--- src/rtl/dlx_alu_issue_pkg.sv ---
// Shared DLX definitions for the ALU issue block: opcode and ALU function
// encodings, instruction field positions and the decoded stage-1 record.
package dlx_alu_issue_pkg;

    localparam int unsigned XLEN    = 32;

    // Instruction field bit positions
    localparam int unsigned OPC_HI  = 31;
    localparam int unsigned OPC_LO  = 26;
    localparam int unsigned RS1_HI  = 25;
    localparam int unsigned RS1_LO  = 21;
    localparam int unsigned RS2_HI  = 20;
    localparam int unsigned RS2_LO  = 16;
    localparam int unsigned RDR_HI  = 15;
    localparam int unsigned RDR_LO  = 11;
    localparam int unsigned RDI_HI  = 20;
    localparam int unsigned RDI_LO  = 16;
    localparam int unsigned FUNC_HI = 5;
    localparam int unsigned FUNC_LO = 0;
    localparam int unsigned IMM_HI  = 15;
    localparam int unsigned IMM_LO  = 0;

    // DLX major opcodes handled by this block
    typedef enum logic [5:0] {
        OP_RTYPE = 6'h00,
        OP_ADDI  = 6'h08,
        OP_SUBI  = 6'h0a,
        OP_ANDI  = 6'h0c,
        OP_ORI   = 6'h0d,
        OP_XORI  = 6'h0e,
        OP_LHI   = 6'h0f,
        OP_SLLI  = 6'h14,
        OP_SRLI  = 6'h16,
        OP_SRAI  = 6'h17,
        OP_SEQI  = 6'h18,
        OP_SNEI  = 6'h19,
        OP_SLTI  = 6'h1a,
        OP_SGTI  = 6'h1b,
        OP_SLEI  = 6'h1c,
        OP_SGEI  = 6'h1d
    } dlx_op_e;

    // ALU function codes (identical to the DLX R-type func field)
    typedef enum logic [5:0] {
        ALU_SLL  = 6'h04,
        ALU_SRL  = 6'h06,
        ALU_SRA  = 6'h07,
        ALU_ADD  = 6'h20,
        ALU_ADDU = 6'h21,
        ALU_SUB  = 6'h22,
        ALU_AND  = 6'h24,
        ALU_OR   = 6'h25,
        ALU_XOR  = 6'h26,
        ALU_SEQ  = 6'h28,
        ALU_SNE  = 6'h29,
        ALU_SLT  = 6'h2a,
        ALU_SGT  = 6'h2b,
        ALU_SLE  = 6'h2c,
        ALU_SGE  = 6'h2d
    } alu_func_e;

    // Decoded instruction held in stage 1
    typedef struct packed {
        alu_func_e         func;
        logic [XLEN-1:0]   a;
        logic [XLEN-1:0]   b;
        logic [4:0]        rd;
        logic              we;
        logic              err;
    } dec_stage_t;

endpackage

--- src/rtl/dlx_alu_issue_alu.sv ---
// 32-bit DLX ALU: shifts, add/sub, logic ops and signed set-if compares.
// Purely combinational; unknown function codes yield zero.
module alu_32
    import dlx_alu_issue_pkg::*;
(
    input  alu_func_e         func_i,
    input  logic [XLEN-1:0]   a_i,
    input  logic [XLEN-1:0]   b_i,
    output logic [XLEN-1:0]   result_o
);

    logic signed [XLEN-1:0] a_s;
    logic signed [XLEN-1:0] b_s;

    assign a_s = a_i;
    assign b_s = b_i;

    // Function select; shift amount comes from the low five bits of B
    always_comb begin
        result_o = '0;
        case (func_i)
            ALU_SLL:  result_o = a_i << b_i[4:0];
            ALU_SRL:  result_o = a_i >> b_i[4:0];
            ALU_SRA:  result_o = $unsigned(a_s >>> b_i[4:0]);
            ALU_ADD,
            ALU_ADDU: result_o = a_i + b_i;
            ALU_SUB:  result_o = a_i - b_i;
            ALU_AND:  result_o = a_i & b_i;
            ALU_OR:   result_o = a_i | b_i;
            ALU_XOR:  result_o = a_i ^ b_i;
            ALU_SEQ:  result_o = {{(XLEN-1){1'b0}}, a_i == b_i};
            ALU_SNE:  result_o = {{(XLEN-1){1'b0}}, a_i != b_i};
            ALU_SLT:  result_o = {{(XLEN-1){1'b0}}, a_s <  b_s};
            ALU_SGT:  result_o = {{(XLEN-1){1'b0}}, a_s >  b_s};
            ALU_SLE:  result_o = {{(XLEN-1){1'b0}}, a_s <= b_s};
            ALU_SGE:  result_o = {{(XLEN-1){1'b0}}, a_s >= b_s};
            default:  result_o = '0;
        endcase
    end

endmodule

--- src/rtl/dlx_alu_issue.sv ---
// DLX ALU issue block: decodes an instruction into ALU func/operands
// (stage 1), executes it through alu_32 and registers the result (stage 2).
// Valid/ready on both sides, full throughput, no bubbles.
// Optional macro DLX_ALU_ISSUE_ILLEGAL_EN: flag illegal instructions with
// out_err instead of executing them as ADD rs1_val+rs2_val.
module dlx_alu_issue
    import dlx_alu_issue_pkg::*;
(
    input  logic              clk,
    input  logic              rst,
    input  logic              in_valid,
    output logic              in_ready,
    input  logic [XLEN-1:0]   in_instr,
    input  logic [XLEN-1:0]   in_rs1_val,
    input  logic [XLEN-1:0]   in_rs2_val,
    output logic              out_valid,
    input  logic              out_ready,
    output logic [XLEN-1:0]   out_result,
    output logic [4:0]        out_rd,
    output logic              out_we,
    output logic              out_err
);

    dec_stage_t        dec;
    dec_stage_t        s1_q, s1_d;
    logic              s1_valid_q, s1_valid_d;
    logic              out_valid_q, out_valid_d;
    logic [XLEN-1:0]   out_result_q, out_result_d;
    logic [4:0]        out_rd_q, out_rd_d;
    logic              out_we_q, out_we_d;
    logic              out_err_q, out_err_d;
    logic [XLEN-1:0]   alu_result;
    logic              s2_load;
    logic              accept;

    logic [5:0]        opcode;
    logic [5:0]        rfunc;
    logic [15:0]       imm;
    logic              legal;
    logic              unused_rs1_idx;

    assign opcode = in_instr[OPC_HI:OPC_LO];
    assign rfunc  = in_instr[FUNC_HI:FUNC_LO];
    assign imm    = in_instr[IMM_HI:IMM_LO];

    // Source register indices are resolved upstream; operand values arrive directly
    assign unused_rs1_idx = ^in_instr[RS1_HI:RS1_LO];

    assign s2_load  = !out_valid_q || out_ready;
    assign in_ready = !s1_valid_q || s2_load;
    assign accept   = in_valid && in_ready;

    // Instruction decode into ALU func, operands and writeback control
    always_comb begin
        dec       = '0;
        legal     = 1'b1;
        dec.func  = ALU_ADD;
        dec.a     = in_rs1_val;
        dec.b     = in_rs2_val;
        dec.rd    = in_instr[RDI_HI:RDI_LO];
        if (opcode == OP_RTYPE) begin
            dec.rd = in_instr[RDR_HI:RDR_LO];
            case (rfunc)
                ALU_SLL, ALU_SRL, ALU_SRA, ALU_ADD, ALU_ADDU, ALU_SUB,
                ALU_AND, ALU_OR, ALU_XOR, ALU_SEQ, ALU_SNE, ALU_SLT,
                ALU_SGT, ALU_SLE, ALU_SGE: dec.func = alu_func_e'(rfunc);
                default:                   legal    = 1'b0;
            endcase
        end else begin
            case (opcode)
                OP_ADDI: begin dec.func = ALU_ADD; dec.b = {{16{imm[15]}}, imm}; end
                OP_SUBI: begin dec.func = ALU_SUB; dec.b = {{16{imm[15]}}, imm}; end
                OP_ANDI: begin dec.func = ALU_AND; dec.b = {16'h0000, imm}; end
                OP_ORI:  begin dec.func = ALU_OR;  dec.b = {16'h0000, imm}; end
                OP_XORI: begin dec.func = ALU_XOR; dec.b = {16'h0000, imm}; end
                OP_SLLI: begin dec.func = ALU_SLL; dec.b = {16'h0000, imm}; end
                OP_SRLI: begin dec.func = ALU_SRL; dec.b = {16'h0000, imm}; end
                OP_SRAI: begin dec.func = ALU_SRA; dec.b = {16'h0000, imm}; end
                OP_LHI: begin
                    dec.func = ALU_OR;
                    dec.a    = '0;
                    dec.b    = {imm, 16'h0000};
                end
                // Set-if opcodes 0x18..0x1d map one-to-one onto funcs 0x28..0x2d
                OP_SEQI, OP_SNEI, OP_SLTI, OP_SGTI, OP_SLEI, OP_SGEI: begin
                    dec.func = alu_func_e'(opcode + 6'h10);
                    dec.b    = {{16{imm[15]}}, imm};
                end
                default: legal = 1'b0;
            endcase
        end
        if (!legal) begin
`ifdef DLX_ALU_ISSUE_ILLEGAL_EN
            dec.err  = 1'b1;
`else
            dec.err  = 1'b0;
`endif
            dec.func = ALU_ADD;
            dec.a    = in_rs1_val;
            dec.b    = in_rs2_val;
        end
        dec.we = (dec.rd != 5'd0) && !dec.err;
    end

    // Next-state for both pipeline stages
    always_comb begin
        s1_valid_d   = s1_valid_q;
        s1_d         = s1_q;
        out_valid_d  = out_valid_q;
        out_result_d = out_result_q;
        out_rd_d     = out_rd_q;
        out_we_d     = out_we_q;
        out_err_d    = out_err_q;
        if (accept) begin
            s1_valid_d = 1'b1;
            s1_d       = dec;
        end else if (s2_load) begin
            s1_valid_d = 1'b0;
        end
        if (s2_load) begin
            out_valid_d = s1_valid_q;
            if (s1_valid_q) begin
                out_result_d = s1_q.err ? '0 : alu_result;
                out_rd_d     = s1_q.rd;
                out_we_d     = s1_q.we;
                out_err_d    = s1_q.err;
            end
        end
    end

    // Pipeline registers with synchronous reset discarding in-flight work
    always_ff @(posedge clk) begin
        if (rst) begin
            s1_valid_q   <= 1'b0;
            s1_q         <= '0;
            out_valid_q  <= 1'b0;
            out_result_q <= '0;
            out_rd_q     <= '0;
            out_we_q     <= 1'b0;
            out_err_q    <= 1'b0;
        end else begin
            s1_valid_q   <= s1_valid_d;
            s1_q         <= s1_d;
            out_valid_q  <= out_valid_d;
            out_result_q <= out_result_d;
            out_rd_q     <= out_rd_d;
            out_we_q     <= out_we_d;
            out_err_q    <= out_err_d;
        end
    end

    alu_32 u_alu (
        .func_i   (s1_q.func),
        .a_i      (s1_q.a),
        .b_i      (s1_q.b),
        .result_o (alu_result)
    );

    assign out_valid  = out_valid_q;
    assign out_result = out_result_q;
    assign out_rd     = out_rd_q;
    assign out_we     = out_we_q;
    assign out_err    = out_err_q;

endmodule

--- config.mk ---
export PLATFORM = sky130hd
export DESIGN_NAME = dlx_alu_issue
export DESIGN_NICKNAME = d
export VERILOG_FILES = /design/src/rtl/dlx_alu_issue_pkg.sv /design/src/rtl/dlx_alu_issue_alu.sv /design/src/rtl/dlx_alu_issue.sv
export SDC_FILE = /design/constraint.sdc
export NUM_CORES = 1
export LEC_CHECK = 0
export BUFFER_PORTS_ARGS = -buffer_cell sky130_fd_sc_hd__buf_2
export CORE_UTILIZATION = 30
export DETAILED_ROUTE_END_ITERATION = 8
export GPL_TIMING_DRIVEN = 0
export RECOVER_POWER = 25
export SLEW_MARGIN = 40
export SYNTH_ARGS = -nofsm -noshare
export SYNTH_HDL_FRONTEND = slang
export SYNTH_SLANG_ARGS = --single-unit
--- constraint.sdc ---
create_clock -name clk -period 7.5 [get_ports clk]
set_input_delay 0.375 -clock clk [delete_from_list [all_inputs] [get_ports clk]]
set_output_delay 0.375 -clock clk [all_outputs]
set_load 0.02 [all_outputs]
# Word level (Yosys, flattened, before mapping)
# Cells that the tools add are included.
# W data, S select, Z words.
# totals
ff_bits,116
latchBits,0
ram_bits,0
romBits,0
in_bits,100
out_inout_bits,41
mem_count,0
# op_classes
n_addsub,3
n_mul,0
div_mod_pow,0
order_cmp,4
eq_ne,47
shift,3
muxes,14
bitwise,3
n_reduce_logical,16
# op_table
cell,count
$pmux W32 S14,1
$eq A6 B6 Y1 const B,24
$pmux W32 S3,1
$mux W70,1
$mux W64,1
$eq A6 B5 Y1 const B,9
$pmux W6 S8,1
$eq A6 B3 Y1 const B,6
$eq A6 B4 Y1 const B,6
$add A32 B32 Y32,1
$and A32 B32 Y32,1
$eq A32 B32 Y1,1
$ge A32 B32 Y1,1
$gt A32 B32 Y1,1
$le A32 B32 Y1,1
$lt A32 B32 Y1,1
$mux W32,1
$ne A32 B32 Y1,1
$or A32 B32 Y32,1
$shl A32 B5 Y32,1
$shr A32 B5 Y32,1
$sshr A32 B5 Y32,1
$sub A32 B32 Y32,1
$xor A32 B32 Y32,1
15 further kinds,25

# Longest topological paths before layout
# Gate-level depths: netlist (run 1).
# logic_depth
depth_word,5
ltp_mapped,16

# Hierarchy
# A second synthesis (run 1) with hierarchy kept.
# unflattened
cells_unflattened,1860
area_unflattened_um2,13817.0
# by_module_without_submodules
mod,instances,cells_each,area_per_inst_um2,seq_area_each_um2
alu_32,1,1315,9186.3,0.0
dlx_alu_issue,1,545,4630.7,2322.2

# Least setup slack after synthesis (run 1)
# OpenSTA, ideal clock, no wires.
# synth_timing
path_type,register -> register
from,register s1_q[9] in the netlist's numbering
to,"register out_result_q[28], in the netlist out_result[28]"
setup_time_ns,0.135
t_arrival_ns,3.585
t_required_ns,7.365
path_slack_ns,3.779
stages_incl_launch_ff,16
path_buffers,3
period_less_slack_ns,3.721
cell_sequence,dfxtp_1 -> clkbuf_1 -> inv_2 -> buf_1 -> clkbuf_1 -> ha_1 -> o21bai_2 -> a2111oi_4 -> o211ai_2 -> a2111oi_2 -> o31a_2 -> o211ai_4 -> and3_1 -> o31a_1 -> o31ai_1 -> o311ai_1
# synth_via
elab_chain_cells,2
word_cells_on_any_way,6
# synth_rtl
item,line,rtl
from (decl),dlx_alu_issue.sv:25,"dec_stage_t s1_q, s1_d;"
from (signal assigned),dlx_alu_issue.sv:135,s1_q <= '0;
from (signal assigned),dlx_alu_issue.sv:143,s1_q <= s1_d;
"$sub A32 B32 Y32, or another cell as far along",dlx_alu_issue_alu.sv:27,ALU_SUB: result_o = a_i - b_i;
$pmux W32 S14 *,dlx_alu_issue_alu.sv:21,case (func_i)
to (signal assigned),dlx_alu_issue.sv:145,out_result_q <= out_result_d;
to (decl),dlx_alu_issue.sv:28,"logic [XLEN-1:0] out_result_q, out_result_d;"
# Every way passes the cells marked *; elsewhere a longest branch is shown, timed or not.
# A chain may end at the register's enable or synchronous reset.

# Final worst setup path (run 1)
# layout_timing
from,register s1_q[9] in the netlist's numbering
to,"register out_result_q[31], in the netlist out_result[31]"
# The elaborated chain is that of the path after synthesis.

==> results of run 1 <==
-- metal layers --
metal | vias up | GRT usage | share of wire
met3 | 203 | 0.0725 | 0.10
met1 | 8111 | 0.422 | 0.41
met5 | - | 0 | 0
li1 | 7298 | - | -
met2 | 1027 | 0.493 | 0.43
met4 | 0 | 0.180 | 0.059
-- state kept, by name (all words and copies together) (netlist names) --
signal and count:
out_rd 5, out_result 32, out_valid 1, out_we 1, s1_q 76, s1_valid_q 1
-- synth_stat cells (10+ instances only) --
master / count / area share
sky130_fd_sc_hd__a22oi_1: 49 / 0.027
sky130_fd_sc_hd__a311oi_1: 14 / 0.0090
sky130_fd_sc_hd__nand3_1: 35 / 0.013
sky130_fd_sc_hd__o211ai_1: 24 / 0.013
sky130_fd_sc_hd__a31oi_1: 20 / 0.0092
sky130_fd_sc_hd__mux4_2: 40 / 0.066
sky130_fd_sc_hd__or3_1: 15 / 0.0069
sky130_fd_sc_hd__nor2b_1: 13 / 0.0060
sky130_fd_sc_hd__clkbuf_1: 123 / 0.034
sky130_fd_sc_hd__nand2_1: 185 / 0.051
sky130_fd_sc_hd__a211oi_1: 51 / 0.028
sky130_fd_sc_hd__mux2i_1: 69 / 0.051
sky130_fd_sc_hd__o21ai_0: 127 / 0.047
sky130_fd_sc_hd__nand2b_1: 18 / 0.0083
sky130_fd_sc_hd__nor3_1: 41 / 0.015
sky130_fd_sc_hd__buf_1: 11 / 0.0030
sky130_fd_sc_hd__buf_2: 22 / 0.0081
sky130_fd_sc_hd__o21bai_1: 13 / 0.0072
sky130_fd_sc_hd__dfxtp_1: 116 / 0.17
sky130_fd_sc_hd__nor4_1: 13 / 0.0060
sky130_fd_sc_hd__ha_1: 103 / 0.095
sky130_fd_sc_hd__o221ai_1: 12 / 0.0077
sky130_fd_sc_hd__nor2_1: 247 / 0.068
sky130_fd_sc_hd__o22ai_1: 35 / 0.016
sky130_fd_sc_hd__a221oi_1: 28 / 0.018
sky130_fd_sc_hd__a21o_1: 13 / 0.0072
sky130_fd_sc_hd__a21oi_1: 174 / 0.064
sky130_fd_sc_hd__o31ai_1: 10 / 0.0055
sky130_fd_sc_hd__inv_1: 100 / 0.028
-- placed cells by master (no fill, tap or decap), types with 8 or more instances in the layout --
| cell type | instances |
|---|---|
| sky130_fd_sc_hd__nand2b_1 | 18 |
| sky130_fd_sc_hd__a31oi_1 | 20 |
| sky130_fd_sc_hd__buf_1 | 10 |
| sky130_fd_sc_hd__a311oi_1 | 14 |
| sky130_fd_sc_hd__o221ai_1 | 12 |
| sky130_fd_sc_hd__nand2_1 | 185 |
| sky130_fd_sc_hd__nand3_1 | 35 |
| sky130_fd_sc_hd__clkbuf_1 | 159 |
| sky130_fd_sc_hd__ha_1 | 103 |
| sky130_fd_sc_hd__o211ai_1 | 24 |
| sky130_fd_sc_hd__inv_1 | 100 |
| sky130_fd_sc_hd__o21bai_1 | 13 |
| sky130_fd_sc_hd__a22oi_1 | 49 |
| sky130_fd_sc_hd__a21oi_1 | 174 |
| sky130_fd_sc_hd__buf_2 | 118 |
| sky130_fd_sc_hd__o31ai_1 | 10 |
| sky130_fd_sc_hd__dfxtp_1 | 116 |
| sky130_fd_sc_hd__xnor2_1 | 8 |
| sky130_fd_sc_hd__nor4_1 | 11 |
| sky130_fd_sc_hd__mux4_2 | 40 |
| sky130_fd_sc_hd__a211o_1 | 8 |
| sky130_fd_sc_hd__nor2_1 | 246 |
| sky130_fd_sc_hd__o22ai_1 | 35 |
| sky130_fd_sc_hd__o21a_1 | 8 |
| sky130_fd_sc_hd__clkbuf_16 | 17 |
| sky130_fd_sc_hd__a21o_1 | 13 |
| sky130_fd_sc_hd__nor2b_1 | 13 |
| sky130_fd_sc_hd__mux2i_1 | 69 |
| sky130_fd_sc_hd__a211oi_1 | 51 |
| sky130_fd_sc_hd__o21ai_0 | 126 |
| sky130_fd_sc_hd__nand4_1 | 9 |
| sky130_fd_sc_hd__mux2_2 | 9 |
| sky130_fd_sc_hd__or3_1 | 15 |
| sky130_fd_sc_hd__a221oi_1 | 28 |
| sky130_fd_sc_hd__and3_1 | 8 |
| sky130_fd_sc_hd__nor3_1 | 38 |
-- how the worst max path moves through the flow --
stage	start	endpoint	slack (ns)	cells after the start
CTS	s1_q[9]	out_result[31]	1.79	15
detailed placement	s1_q[9]	out_result[31]	1.80	15
global route	s1_q[9]	out_result[31]	1.43	15
finish	s1_q[9]	out_result[31]	1.41	15
floorplan	s1_q[9]	out_result[28]	3.78	15
global placement	s1_q[10]	out_result[31]	1.82	15
-- kinds of logic (layout without fill, tap and decap cells) --
| logic type | Yosys count | count (layout) |
|---|---|---|
| other | 1 | 1 |
| adder cells (fa/ha/maj) | 105 | 105 |
| XOR/XNOR | 10 | 10 |
| multiplexers | 118 | 118 |
| AO/OA/AOI/OAI | 667 | 667 |
| buffers and inverters | 264 | 429 |
| flip-flops | 116 | 116 |
| AND/OR/NAND/NOR | 615 | 615 |
-- cell type report --
class	count	area (um^2)	share of cell area
Timing Repair Buffer	133	618	0.0396
Clock inverter	11	151	0.00970
Sequential cell	116	2320	0.149
Tap cell	592	741	0.0474
Inverter	105	394	0.0252
Multi-Input combinational cell	1516	10300	0.659
Clock buffer	21	450	0.0288
Buffer	159	643	0.0412
-- critical path: cells and delay by family, from the launching register on --
family	cells	cell delay (ns)
AND/OR/NAND/NOR	1	0.08
adder cells (fa/ha/maj)	1	0.43
AO/OA/AOI/OAI	8	3.02
XOR/XNOR	1	0.19
buffers and inverters	4	1.95
flip-flops	1	0.31
-- metrics by stage --
step           worst slack (ns)  utilization
2_1_floorplan              3.78            -
3_3_place_gp               1.82        0.337
3_5_place_dp               1.80        0.338
4_1_cts                    1.79        0.352
5_1_grt                    1.43        0.351
6_report                   1.41        0.351
-- power by group --
group | internal (mW) | total, mW | switching (mW)
Sequential | 0.652 | 0.723 | 0.0710
Clock | 0.532 | 0.866 | 0.334
Combinational | 0.329 | 1.03 | 0.697
Total | 1.51 | 2.62 | 1.10
==> reports/results.tsv, run 1 <==
metric	value	unit
run status	complete, no violations	
area of the mapped netlist	13600	um^2
Worst R2R Setup Slack	1.41	ns
largest voltage drop on the vdd net	93.1	uV
number of violations of the max-capacitance limit	0	
number of port buffers	133	
post-synthesis adder-cell area fraction	0.0977	
end point of the most critical hold path	s1_q[60]	
post-layout instance count excluding filler cells	2653	
clk sinks	116	
portion of the clock cycle consumed by the worst path in the final layout	0.812	
layout overhead on the synthesized area	14.8	%
register area share after synthesis	0.171	
main combinational cell family by area after synthesis	compound AO/OA/AOI/OAI gates	
drt first-iter violations	2247	
number of inserted diodes	0	
number of remaining DRC errors	0	
total placed instance area	15000	um^2
final critical-path required period	6.09	ns
global placement routability congestion	1.04	
die outline height	215	um
CTS Buf Count	17	
setup bufs post-CTS	0	
critical path class	reg2reg	
worst hold path stage count	3	
total of fill cells in the finished design	4926	
clock tree from TritonCTS	done	
Rel. slew slack	0.157	
mean number of vias per cell	6.27	
R2R Path End	out_result[31]	
startpoint type of the worst setup path	flop	
simple-gate area share of the yosys netlist	0.199	
unrepaired setup endpoints after global routing	false	
kind of end point of the critical path	flop	
count of vias placed by the detailed router	16600	
delay of the slowest cell on the worst path	0.80	ns
WL final	77000	um
largest net degree at the start of global routing	17	
number of setup violations in the final report	0	
P per Cell Area	167	nW/um^2
number of top-level pins	141	
Global Route Usage Sum	0.324	
Reg clk slew, reported paths	0.06	ns
hold buffer count at cts	0	
final HPWL from detailed placement	61700	um
Most used DFF post-synth	sky130_fd_sc_hd__dfxtp_1	
share of synthesized flip-flops with an asynchronous set or reset	0	
initial cell density of the core	0.306	
crit path cell chain	clkbuf_1 -> inv_2 -> buf_1 -> clkbuf_1 -> ha_1 -> o21ai_0 -> o21bai_1 -> a41oi_1 -> o31ai_2 -> a21oi_1 -> o311ai_1 -> a311oi_1 -> xnor2_1 -> nand2_1 -> a22oi_1	
total of warnings raised by yosys	0	
Post-synth EDFFs	0	
leak pwr	5.88	nW
Crit path top cell by count	sky130_fd_sc_hd__clkbuf_1	
layout cell share with drive strength beyond 1	0.113	
Slew Limit Fails	0	
number of placement rows	77	
data required time at the worst endpoint	7.88	ns
start of the worst register-to-register path	s1_q[9]	
Placed Cells incl. Taps	2621	
first-pass GRT wire length	109000	um
pin slew with the least headroom to its limit	1.26	ns
setup TNS	0	ns
clock tree root driver cell	sky130_fd_sc_hd__clkbuf_16	
final cell area excluding filler cells	15600	um^2
via count of the first global-routing pass	15500	
Mapped Cells	1896	
multiplexer fraction of the synthesized cell area	0.124	
average wire per standard cell	29.0	um
die outline area	46200	um^2
number of antenna violations at the first check in global routing	0	
synthesized-area fraction occupied by xor and xnor cells	0.00644	
overall power after layout	2.62	mW
number of cells on the worst reg-to-reg path	15	
Total Nets Final	2253	
iteration count of the initial detailed-routing pass	6	
slowest stage cell, crit path	sky130_fd_sc_hd__o311ai_1	
distinct cell type count after synthesis	86	
final hold slack	0.147	ns
core region area	44500	um^2
worst skew pair latency	0.47	ns
remaining global-route overflow	0	
number of cells upsized or downsized after cts	0	
number of antenna-violating nets in the routed design	0	
synthesized area divided by synthesized cell count	7.18	um^2
deepest clock path buffer count	2	
hold path start	in_rs1_val[21]	
class of the tightest hold or removal check	in2reg	
H-tree depth	4	
maximum net fanout on the critical path	11	
Worst Path Arrival	6.48	ns
Post-Syn Nets	2101	
area fraction in compound gates after synthesis	0.326	
Die Wd	215	um
Peak Freq	164	MHz
Clock Skews	0.0109	ns
number of synthesized register bits	116	
final number of hold-violating endpoints	0	
Power figures use the tool's default switching activity.
==> inputs of run 2 (changes only) <==
==> constraint.sdc (replaced) <==
create_clock -name clk -period 5.83 [get_ports clk]
set_input_delay 0.2915 -clock clk [delete_from_list [all_inputs] [get_ports clk]]
set_output_delay 0.2915 -clock clk [all_outputs]
set_load 0.02 [all_outputs]
==> run 2 against run 1 <==
  * Register-to-register slack got worse by 1.3 ns
  * Sequential power grew 29%
  * Total power is 29% higher
  * Critical path type unchanged
  * Cell count unchanged
==> reports/results.tsv, run 2 (same netlist as run 1, synthesis figures left out) <==
metric	value	unit
run status	complete, no violations	
setup bufs post-CTS	0	
number of antenna-violating nets in the routed design	0	
number of inserted diodes	0	
maximum net fanout on the critical path	11	
Crit path top cell by count	sky130_fd_sc_hd__o21ai_0	
number of violations of the max-capacitance limit	0	
H-tree depth	4	
number of remaining DRC errors	0	
via count of the first global-routing pass	15500	
slowest stage cell, crit path	sky130_fd_sc_hd__o31ai_2	
number of port buffers	133	
portion of the clock cycle consumed by the worst path in the final layout	0.985	
layout overhead on the synthesized area	14.8	%
Die Wd	215	um
number of top-level pins	141	
die outline height	215	um
final number of hold-violating endpoints	0	
remaining global-route overflow	0	
first-pass GRT wire length	109000	um
data required time at the worst endpoint	6.15	ns
drt first-iter violations	2161	
Rel. slew slack	0.167	
CTS Buf Count	17	
clk sinks	116	
count of vias placed by the detailed router	16600	
iteration count of the initial detailed-routing pass	6	
delay of the slowest cell on the worst path	0.70	ns
mean number of vias per cell	6.26	
Peak Freq	174	MHz
core region area	44500	um^2
clock tree from TritonCTS	done	
family of cells with the greatest summed delay on the critical path	compound AO/OA/AOI/OAI gates	
layout cell share with drive strength beyond 1	0.114	
top library cells by usage in the layout, fill and taps aside	sky130_fd_sc_hd__nor2_1 (246), sky130_fd_sc_hd__nand2_1 (185), sky130_fd_sc_hd__a21oi_1 (174), sky130_fd_sc_hd__clkbuf_1 (158), sky130_fd_sc_hd__o21ai_0 (126)	
Slew Limit Fails	0	
worst skew pair latency	0.47	ns
P per Cell Area	216	nW/um^2
number of setup violations in the final report	0	
Global Route Usage Sum	0.324	
Total Nets Final	2253	
crit path cell chain	clkbuf_1 -> inv_2 -> clkbuf_1 -> clkbuf_2 -> ha_1 -> o21ai_0 -> o21bai_1 -> a41oi_1 -> o31ai_2 -> a21oi_1 -> o21ai_0 -> a21oi_1 -> a221o_1 -> a222oi_1 -> o21ai_0	
initial cell density of the core	0.306	
Reg clk slew, reported paths	0.06	ns
setup TNS	0	ns
Largest register FFs	76	
final HPWL from detailed placement	61700	um
startpoint type of the worst setup path	flop	
pin slew with the least headroom to its limit	1.25	ns
class of the tightest hold or removal check	in2reg	
clock tree root driver cell	sky130_fd_sc_hd__clkbuf_16	
Worst Path Arrival	6.06	ns
Clock Skews	0.0120	ns
number of placement rows	77	
total of fill cells in the finished design	4923	
average wire per standard cell	29.0	um
WL final	76900	um
kind of end point of the critical path	flop	
global placement routability congestion	1.04	
final critical-path required period	5.74	ns
Placed Cells incl. Taps	2621	
most flop-heavy register	s1_q	
critical path class	reg2reg	
largest net degree at the start of global routing	17	
post-layout instance count excluding filler cells	2653	
deepest clock path buffer count	2	
die outline area	46200	um^2
leak pwr	5.89	nW
crit path buf inv count	4	
largest voltage drop on the vdd net	119	uV
unrepaired setup endpoints after global routing	false	
number of antenna violations at the first check in global routing	0	
most frequent standard cell in the layout excluding fill and tap cells	sky130_fd_sc_hd__nor2_1	
run 2: cell types whose count changed in the layout (fill, tap and decap cells not counted):
cell and change:
sky130_fd_sc_hd__clkbuf_1 -1, sky130_fd_sc_hd__clkbuf_2 +1, sky130_fd_sc_hd__o311ai_1 -1, sky130_fd_sc_hd__o311ai_2 +1
run 2: final timing paths:
path,start,endpoint,slack [ns],cells past startpoint
setup / recovery,s1_q[10],out_result[23],0.09,15
hold / removal,in_rs1_val[13],s1_q[52],0.07,3
hold reg to reg,out_result[19],out_result[19],0.46,2
setup reg to reg,s1_q[10],out_result[23],0.09,15
run 2: cell type report:
cell class                 count  area (um^2)  share of cell area
sequential                   116         2320               0.149
clock buffer                  21          450              0.0288
multi-input combinational   1516        10300               0.659
inverter                     105          394              0.0252
timing repair buffer         133          618              0.0396
tap                          592          741              0.0474
buffer                       159          644              0.0412
clock inverter                11          151             0.00969
run 2: tightest hold or removal path, stage by stage:
cell	delay (ns)
sky130_fd_sc_hd__buf_2	0.07
sky130_fd_sc_hd__a22oi_1	0.05
sky130_fd_sc_hd__nor2_1	0.07
run 2: what timing repair did:
action | 4_1_cts | 5_1_grt
hold buffers | 0 | 0
gates resized for setup | 0 | 4
endpoints found under the setup margin | 0 | 5
run 2: per-layer routing:
metal / share of wire / up-vias / wire (um) / track usage
li1: - / 7304 / - / -
met1: 0.41 / 8039 / 31400 / 0.422
met2: 0.43 / 1060 / 33300 / 0.493
met3: 0.10 / 208 / 7660 / 0.0725
met4: 0.059 / 0 / 4510 / 0.180
met5: 0 / - / 0 / 0
run 2: report_power, final:
group	total, mW	switching (mW)	internal, mW
Combinational	1.32	0.899	0.424
Sequential	0.931	0.0918	0.839
Clock	1.11	0.430	0.684
run 2: per-stage QoR:
stage	power (mW)	utilization	hold WS (ns)	area [um^2]	setup slack [ns]
global route	3.48	0.351	0.0837	15600	0.0290
finish	3.37	0.351	0.0666	15600	0.0895
floorplan	1.71	-	0.432	13600	2.11
CTS	3.32	0.352	0.0544	15600	0.122
detailed placement	2.21	0.338	0.446	15000	0.130
global placement	2.20	0.337	0.439	15000	0.151
